<file path="config.mk">
export PLATFORM = sky130hd
export DESIGN_NAME = s_spi_slave_sync_flat
export DESIGN_NICKNAME = d
export VERILOG_FILES = /design/src/rtl/s_spi_slave_sync_if.sv /design/src/rtl/s_spi_slave_sync.sv /design/src/flat_wrapper.sv
export SDC_FILE = /design/constraint.sdc
export NUM_CORES = 1
export LEC_CHECK = 0
export BUFFER_PORTS_ARGS = -buffer_cell sky130_fd_sc_hd__buf_2
export CAP_MARGIN = 20
export CELL_PAD_IN_SITES_DETAIL_PLACEMENT = 1
export CELL_PAD_IN_SITES_GLOBAL_PLACEMENT = 2
export CORE_ASPECT_RATIO = 1.4
export CORE_UTILIZATION = 40
export CTS_CLUSTER_DIAMETER = 60
export DETAILED_ROUTE_END_ITERATION = 16
export PLACE_DENSITY_LB_ADDON = 0.1
export SYNTH_ARGS = -nofsm -noshare
export SYNTH_HDL_FRONTEND = slang
export SYNTH_SLANG_ARGS = --single-unit
</file>
<file path="constraint.sdc">
create_clock -name clk -period 3.6 [get_ports clk]
set_clock_uncertainty 0.2 [all_clocks]
set_input_delay 0 -clock clk [delete_from_list [all_inputs] [get_ports clk]]
set_output_delay 0 -clock clk [all_outputs]
set_load 0.01 [all_outputs]
</file>
<file path="src/rtl/s_spi_slave_sync_if.sv">
// Pin-side and message-buffer-side signals of the SPI slave front end.
// The slave modport is the DUT view; the master modport drives the pins and tx_data.
interface s_spi_slave_sync_if #(
  parameter int DATA_W = 8
);
  logic              SCLK;
  logic              MOSI;
  logic              SS;
  logic              MISO;
  logic [DATA_W-1:0] rx_data;
  logic              rx_valid;
  logic [DATA_W-1:0] tx_data;
  logic              tx_req;
  logic              busy;
  logic              frame_abort;

  modport slave (
    input  SCLK, MOSI, SS, tx_data,
    output MISO, rx_data, rx_valid, tx_req, busy, frame_abort
  );

  modport master (
    output SCLK, MOSI, SS, tx_data,
    input  MISO, rx_data, rx_valid, tx_req, busy, frame_abort
  );
endinterface

</file>
<file path="src/rtl/s_spi_slave_sync.sv">
// Mode-0 SPI slave front end, oversampled in the clk domain.
// Pins are synchronised, edges are registered, and a two-state FSM produces single-cycle strobes.
module s_spi_slave_sync #(
  parameter int DATA_W      = 8,
  parameter int SYNC_STAGES = 2
) (
  input  logic                   clk,
  input  logic                   rst_btn,
  s_spi_slave_sync_if.slave      bus
);
  localparam int                CNT_W    = $clog2(DATA_W);
  localparam logic [CNT_W-1:0]  LAST_BIT = CNT_W'(DATA_W - 1);

  typedef enum logic {IDLE = 1'b0, ACTIVE = 1'b1} state_t;

  logic [SYNC_STAGES-1:0] sclk_sync_r;
  logic [SYNC_STAGES-1:0] mosi_sync_r;
  logic [SYNC_STAGES-1:0] ss_sync_r;
  logic                   sclk_prev_r;
  logic                   ss_prev_r;
  logic                   rise_r;
  logic                   fall_r;
  logic                   ss_fall_r;
  logic                   ss_rise_r;
  logic                   mosi_r;
  logic                   sclk_s;
  logic                   ss_s;

  state_t                 state_r;
  logic [CNT_W-1:0]       bit_cnt_r;
  logic [DATA_W-2:0]      rx_shift_r;
  logic [DATA_W-1:0]      tx_shift_r;
  logic [DATA_W-1:0]      rx_data_r;
  logic                   rx_valid_r;
  logic                   tx_req_r;
  logic                   busy_r;
  logic                   frame_abort_r;
  logic                   skip_fall_r;

  assign sclk_s = sclk_sync_r[SYNC_STAGES-1];
  assign ss_s   = ss_sync_r[SYNC_STAGES-1];

  // Pin synchronisers, reset to the idle bus state.
  always_ff @(posedge clk or negedge rst_btn) begin
    if (!rst_btn) begin
      sclk_sync_r <= {SYNC_STAGES{1'b0}};
      mosi_sync_r <= {SYNC_STAGES{1'b0}};
      ss_sync_r   <= {SYNC_STAGES{1'b1}};
    end else begin
      sclk_sync_r <= {sclk_sync_r[SYNC_STAGES-2:0], bus.SCLK};
      mosi_sync_r <= {mosi_sync_r[SYNC_STAGES-2:0], bus.MOSI};
      ss_sync_r   <= {ss_sync_r[SYNC_STAGES-2:0], bus.SS};
    end
  end

  // Registered edge detection; MOSI is delayed alongside so it lines up with rise_r.
  always_ff @(posedge clk or negedge rst_btn) begin
    if (!rst_btn) begin
      sclk_prev_r <= 1'b0;
      ss_prev_r   <= 1'b1;
      rise_r      <= 1'b0;
      fall_r      <= 1'b0;
      ss_fall_r   <= 1'b0;
      ss_rise_r   <= 1'b0;
      mosi_r      <= 1'b0;
    end else begin
      sclk_prev_r <= sclk_s;
      ss_prev_r   <= ss_s;
      rise_r      <= sclk_s & ~sclk_prev_r;
      fall_r      <= ~sclk_s & sclk_prev_r;
      ss_fall_r   <= ~ss_s & ss_prev_r;
      ss_rise_r   <= ss_s & ~ss_prev_r;
      mosi_r      <= mosi_sync_r[SYNC_STAGES-1];
    end
  end

  // Frame FSM; tx_shift is held at zero outside a frame so MISO idles low.
  always_ff @(posedge clk or negedge rst_btn) begin
    if (!rst_btn) begin
      state_r       <= IDLE;
      bit_cnt_r     <= {CNT_W{1'b0}};
      rx_shift_r    <= {(DATA_W-1){1'b0}};
      tx_shift_r    <= {DATA_W{1'b0}};
      rx_data_r     <= {DATA_W{1'b0}};
      rx_valid_r    <= 1'b0;
      tx_req_r      <= 1'b0;
      busy_r        <= 1'b0;
      frame_abort_r <= 1'b0;
      skip_fall_r   <= 1'b0;
    end else begin
      rx_valid_r    <= 1'b0;
      tx_req_r      <= 1'b0;
      frame_abort_r <= 1'b0;
      case (state_r)
        IDLE: begin
          if (ss_fall_r) begin
            state_r     <= ACTIVE;
            tx_shift_r  <= bus.tx_data;
            tx_req_r    <= 1'b1;
            bit_cnt_r   <= {CNT_W{1'b0}};
            busy_r      <= 1'b1;
            skip_fall_r <= 1'b0;
          end else begin
            tx_shift_r  <= {DATA_W{1'b0}};
            busy_r      <= 1'b0;
          end
        end
        ACTIVE: begin
          if (ss_rise_r) begin
            state_r       <= IDLE;
            busy_r        <= 1'b0;
            frame_abort_r <= (bit_cnt_r != {CNT_W{1'b0}});
            bit_cnt_r     <= {CNT_W{1'b0}};
            tx_shift_r    <= {DATA_W{1'b0}};
            skip_fall_r   <= 1'b0;
          end else if (rise_r) begin
            rx_shift_r <= {rx_shift_r[DATA_W-3:0], mosi_r};
            if (bit_cnt_r == LAST_BIT) begin
              rx_data_r   <= {rx_shift_r, mosi_r};
              rx_valid_r  <= 1'b1;
              tx_shift_r  <= bus.tx_data;
              tx_req_r    <= 1'b1;
              bit_cnt_r   <= {CNT_W{1'b0}};
              skip_fall_r <= 1'b1;
            end else begin
              bit_cnt_r   <= bit_cnt_r + {{(CNT_W-1){1'b0}}, 1'b1};
            end
          end else if (fall_r) begin
            // The fall that ends a word must not shift away the new word's MSB.
            if (skip_fall_r) begin
              skip_fall_r <= 1'b0;
            end else begin
              tx_shift_r  <= {tx_shift_r[DATA_W-2:0], 1'b0};
            end
          end else begin
            skip_fall_r <= skip_fall_r;
          end
        end
        default: begin
          state_r <= IDLE;
          busy_r  <= 1'b0;
        end
      endcase
    end
  end

  assign bus.MISO        = tx_shift_r[DATA_W-1];
  assign bus.rx_data     = rx_data_r;
  assign bus.rx_valid    = rx_valid_r;
  assign bus.tx_req      = tx_req_r;
  assign bus.busy        = busy_r;
  assign bus.frame_abort = frame_abort_r;
endmodule

</file>
<file path="src/flat_wrapper.sv">
// flat-port wrapper written by rule: the top's interface ports become plain ports
module s_spi_slave_sync_flat 
#(
  parameter int DATA_W      = 8,
  parameter int SYNC_STAGES = 2
)
  (clk, rst_btn, bus_SCLK, bus_MOSI, bus_SS, bus_tx_data, bus_MISO, bus_rx_data, bus_rx_valid, bus_tx_req, bus_busy, bus_frame_abort);
  s_spi_slave_sync_if #(.DATA_W(DATA_W)) bus_i ();
  input  logic clk;
  input  logic rst_btn;
  input wire logic [$bits(bus_i.SCLK)-1:0] bus_SCLK;
  input wire logic [$bits(bus_i.MOSI)-1:0] bus_MOSI;
  input wire logic [$bits(bus_i.SS)-1:0] bus_SS;
  input wire logic [$bits(bus_i.tx_data)-1:0] bus_tx_data;
  output wire logic [$bits(bus_i.MISO)-1:0] bus_MISO;
  output wire logic [$bits(bus_i.rx_data)-1:0] bus_rx_data;
  output wire logic [$bits(bus_i.rx_valid)-1:0] bus_rx_valid;
  output wire logic [$bits(bus_i.tx_req)-1:0] bus_tx_req;
  output wire logic [$bits(bus_i.busy)-1:0] bus_busy;
  output wire logic [$bits(bus_i.frame_abort)-1:0] bus_frame_abort;
  assign bus_i.SCLK = bus_SCLK;
  assign bus_i.MOSI = bus_MOSI;
  assign bus_i.SS = bus_SS;
  assign bus_i.tx_data = bus_tx_data;
  assign bus_MISO = bus_i.MISO;
  assign bus_rx_data = bus_i.rx_data;
  assign bus_rx_valid = bus_i.rx_valid;
  assign bus_tx_req = bus_i.tx_req;
  assign bus_busy = bus_i.busy;
  assign bus_frame_abort = bus_i.frame_abort;
  s_spi_slave_sync #(.DATA_W(DATA_W), .SYNC_STAGES(SYNC_STAGES)) u_core (.clk(clk), .rst_btn(rst_btn), .bus(bus_i));
endmodule
</file>
==> flow_metrics.env <==
export IMPL_port_buffers=25
export IMPL_cts_made_buffers=5
export IMPL_syn_area_sq_mm=0.00178
export IMPL_max_freq_mhz=503
export IMPL_gp_congestion=0.759
export IMPL_cp_common_cell="ha_1"
export IMPL_worst_pin_slew_ns=0.818
export IMPL_cts_tree="done"
export IMPL_final_common_cell="dfrtp_1"
export IMPL_fp_dieW_um=58.3
export IMPL_synthFlopType="dfrtp_1"
export IMPL_path_buf_inv=0
export IMPL_grt_pass1_vias=1251
export IMPL_avgRoutedWirePerCell_um=14.3
export IMPL_post_route_min_period_ns=1.99
export IMPL_maxCapViolCount=0
export IMPL_crit_chain="ha_1 -> ha_1 -> and2_4 -> or3_1 -> a31oi_1"
export IMPL_core_area_sq_mm=0.00424
export IMPL_grt_overflow=0
export IMPL_fin_nets=192
export IMPL_p_comb_share_pct=13.5
export IMPL_cpMaxStageDelayCell="or3_1"
export IMPL_finalCritPeriodShare_pct=55.2
export IMPL_drc=0
export IMPL_intPower_uw=805
export IMPL_ys_seq_area_share_pct=63.6
export IMPL_cp_top_family="simple AND/OR/NAND/NOR gates"
export IMPL_swShare_pct=26.1
export IMPL_synth_seq_cells=45
export IMPL_clock_latency_ns=0.29
export IMPL_r2r_slack_ns=1.61
export IMPL_netlist_instances=136
export IMPL_critPathMaxFanout=8
export IMPL_p_leak_nw=1.06
export IMPL_syn_avg_cell_area_sq_um=13.1
export IMPL_max_vdd_ir_drop_v=0.000362
export IMPL_clockPowerShare_pct=29.4
export IMPL_htreeDepth=2
export IMPL_finalSetupViolations=0
export IMPL_seqPwrFrac_pct=57.1
export IMPL_hp_class="in2reg"
export IMPL_drt_total_wl_um=3380
export IMPL_die_area_sq_mm=0.00471
export IMPL_die_h_um=80.8
export IMPL_yosys_warnings=0
export IMPL_area_growth_pct=22.3
export IMPL_worst_hold_slack_ns=0.151
export IMPL_critPathRequiredTime_ns=3.61
export IMPL_worstSetupStartpointType="flip-flop"
export IMPL_track_usage_pct=16.4
export IMPL_root_buffer="clkbuf_8"
export IMPL_cpPeakStageDelay_ns=0.46
export IMPL_antenna_found_initial=0
export IMPL_n_antenna_cell=0
export IMPL_critPathKind="reg2reg"
export IMPL_dp_hpwl_um=2210
export IMPL_synth_edf_count=0
export IMPL_async_flop_share_pct=100
export IMPL_start_util_pct=41.9
export IMPL_cts_sinks=45
export IMPL_mostFrequentLayoutCells="42 x dfrtp_1, 25 x buf_2, 13 x nand2_1, 13 x dlygate4sd3_1, 12 x mux2_2"
export IMPL_p_sw_uw=284
export IMPL_rsz0062_at_grt="false"
export IMPL_p_per_area_mw_per_mm2=502
export IMPL_clkTransAtPathRegs_ns=0.08
export IMPL_drt_iter0_markers=30
export IMPL_finalSetupTns_ns=0
export IMPL_placementRows=28
export IMPL_cp_arrival_ns=2.00
export IMPL_grt_pass1_wl_um=5710
export IMPL_status="finished, final reports clean"
export IMPL_grt_max_degree=46
export IMPL_drv_slew=0
export IMPL_timing_slew_headroom_pct=45.3
export IMPL_end_kind="flip-flop"
export IMPL_ant_nets=0
export IMPL_finalHoldViolCount=0
export IMPL_avgViaCountPerCell=4.97
export IMPL_first_pass_iters=4
export IMPL_vias=1178
export IMPL_synth_cell_types=27
export IMPL_cts_max_path_buffers=2
export IMPL_io_pin_count=26
export IMPL_cts_resized=0
export IMPL_synth_fp_nets=152
export IMPL_drive_above_1_share_pct=29.4
[timing repair]
action | 4_1_cts | 5_1_grt
setup buffers | 0 | 0
hold buffers | 12 | 1
endpoints found under the hold margin | 53 | 6
[final cells by class]
type	count	area, sq um
Fill cell	449	2070
Inverter	7	26.3
Multi-Input combinational cell	78	572
Timing Repair Buffer	39	275
Tap cell	60	75.1
Sequential cell	45	1130
Clock inverter	1	7.51
Clock buffer	7	86.3
[synthesized netlist by cell type, types with 2 or more instances]
master    number  area share (%)
nand2b_1       2            0.70
o21ai_0       11             3.1
nor2b_1        4             1.4
mux2i_1        2             1.1
dfstp_2        3             4.4
nor3b_1        2            0.85
ha_1           3             2.1
inv_1          7             1.5
dfrtp_1       42              59
mux2_1         3             1.9
buf_2          2            0.56
a21oi_1        3            0.85
a31oi_1        7             2.5
mux2_2        12             7.6
nand2_1       13             2.7
nor4_1         7             2.5
buf_6          3             1.9
[metrics by stage]
| step | cell area (sq um) | cells | setup slack, ns | utilization [%] | power [mW] |
|---|---|---|---|---|---|
| 6_report | 2170 | 237 | 1.61 | 51.2 | 1.09 |
| 5_1_grt | 2170 | 237 | 1.54 | 51.2 | 1.16 |
| 4_1_cts | 2140 | 235 | 1.60 | 50.5 | 1.10 |
| 3_5_place_dp | 1930 | 215 | 1.62 | 45.5 | 0.770 |
| 3_3_place_gp | 1930 | 215 | 1.67 | 45.5 | 0.762 |
| 2_1_floorplan | 1780 | 136 | 1.69 | - | 0.718 |
[path summary, 6_finish.rpt]
path                                            startpoint                               end  depth (start not counted)
setup reg to reg           u_core.bit_cnt_r[0]$_DFFE_PN0P_  u_core.tx_shift_r[6]$_DFFE_PN0P_                          5
hold reg to reg            u_core.mosi_sync_r[0]$_DFF_PN0_   u_core.mosi_sync_r[1]$_DFF_PN0_                          0
hold / removal                                    bus_SCLK   u_core.sclk_sync_r[0]$_DFF_PN0_                          2
max in group asynchronous                          rst_btn     u_core.ss_sync_r[1]$_DFF_PN1_                          4
min in group asynchronous                          rst_btn  u_core.tx_shift_r[3]$_DFFE_PN0P_                          3
setup / recovery           u_core.bit_cnt_r[0]$_DFFE_PN0P_  u_core.tx_shift_r[6]$_DFFE_PN0P_                          5
[power groups by stage]
stage / Clock, mW / Sequential (mW) / Combinational [mW]
2_1_floorplan: 0 / 0.620 / 0.0982
5_1_grt: 0.355 / 0.634 / 0.166
3_5_place_dp: 0 / 0.634 / 0.136
4_1_cts: 0.334 / 0.624 / 0.146
3_3_place_gp: 0 / 0.630 / 0.132
6_report: 0.320 / 0.622 / 0.147
[sequential cells by signal, indices dropped and copies added, names as in the netlist, 2 cells and up]
register	cells
u_core.bus.rx_data	8
u_core.tx_shift_r	8
u_core.rx_shift_r	7
u_core.bit_cnt_r	3
u_core.mosi_sync_r	2
u_core.sclk_sync_r	2
u_core.ss_sync_r	2
[per-layer routing]
metal  routed length [um]  part of all wire [%]  track usage, %  vias to the layer above
met1                 1390                    41            18.0                      609
met4                   40                   1.2            7.62                        0
met2                 1860                    55            29.4                       16
li1                     -                     -               -                      549
met3                   85                   2.5            3.82                        4
met5                    0                     0               0                        -
[cells by family (layout without fill, tap and decap cells)]
| logic type | Yosys count | count (layout) | share of synthesized area, % |
|---|---|---|---|
| compound gates | 23 | 23 | 7.75 |
| fa+ha+maj | 3 | 3 | 2.11 |
| buf+inv | 13 | 54 | 4.16 |
| flops | 45 | 45 | 63.6 |
| mux | 17 | 17 | 10.6 |
| simple gates | 35 | 35 | 11.7 |
Note: power is estimated with default switching activity, not from simulation.
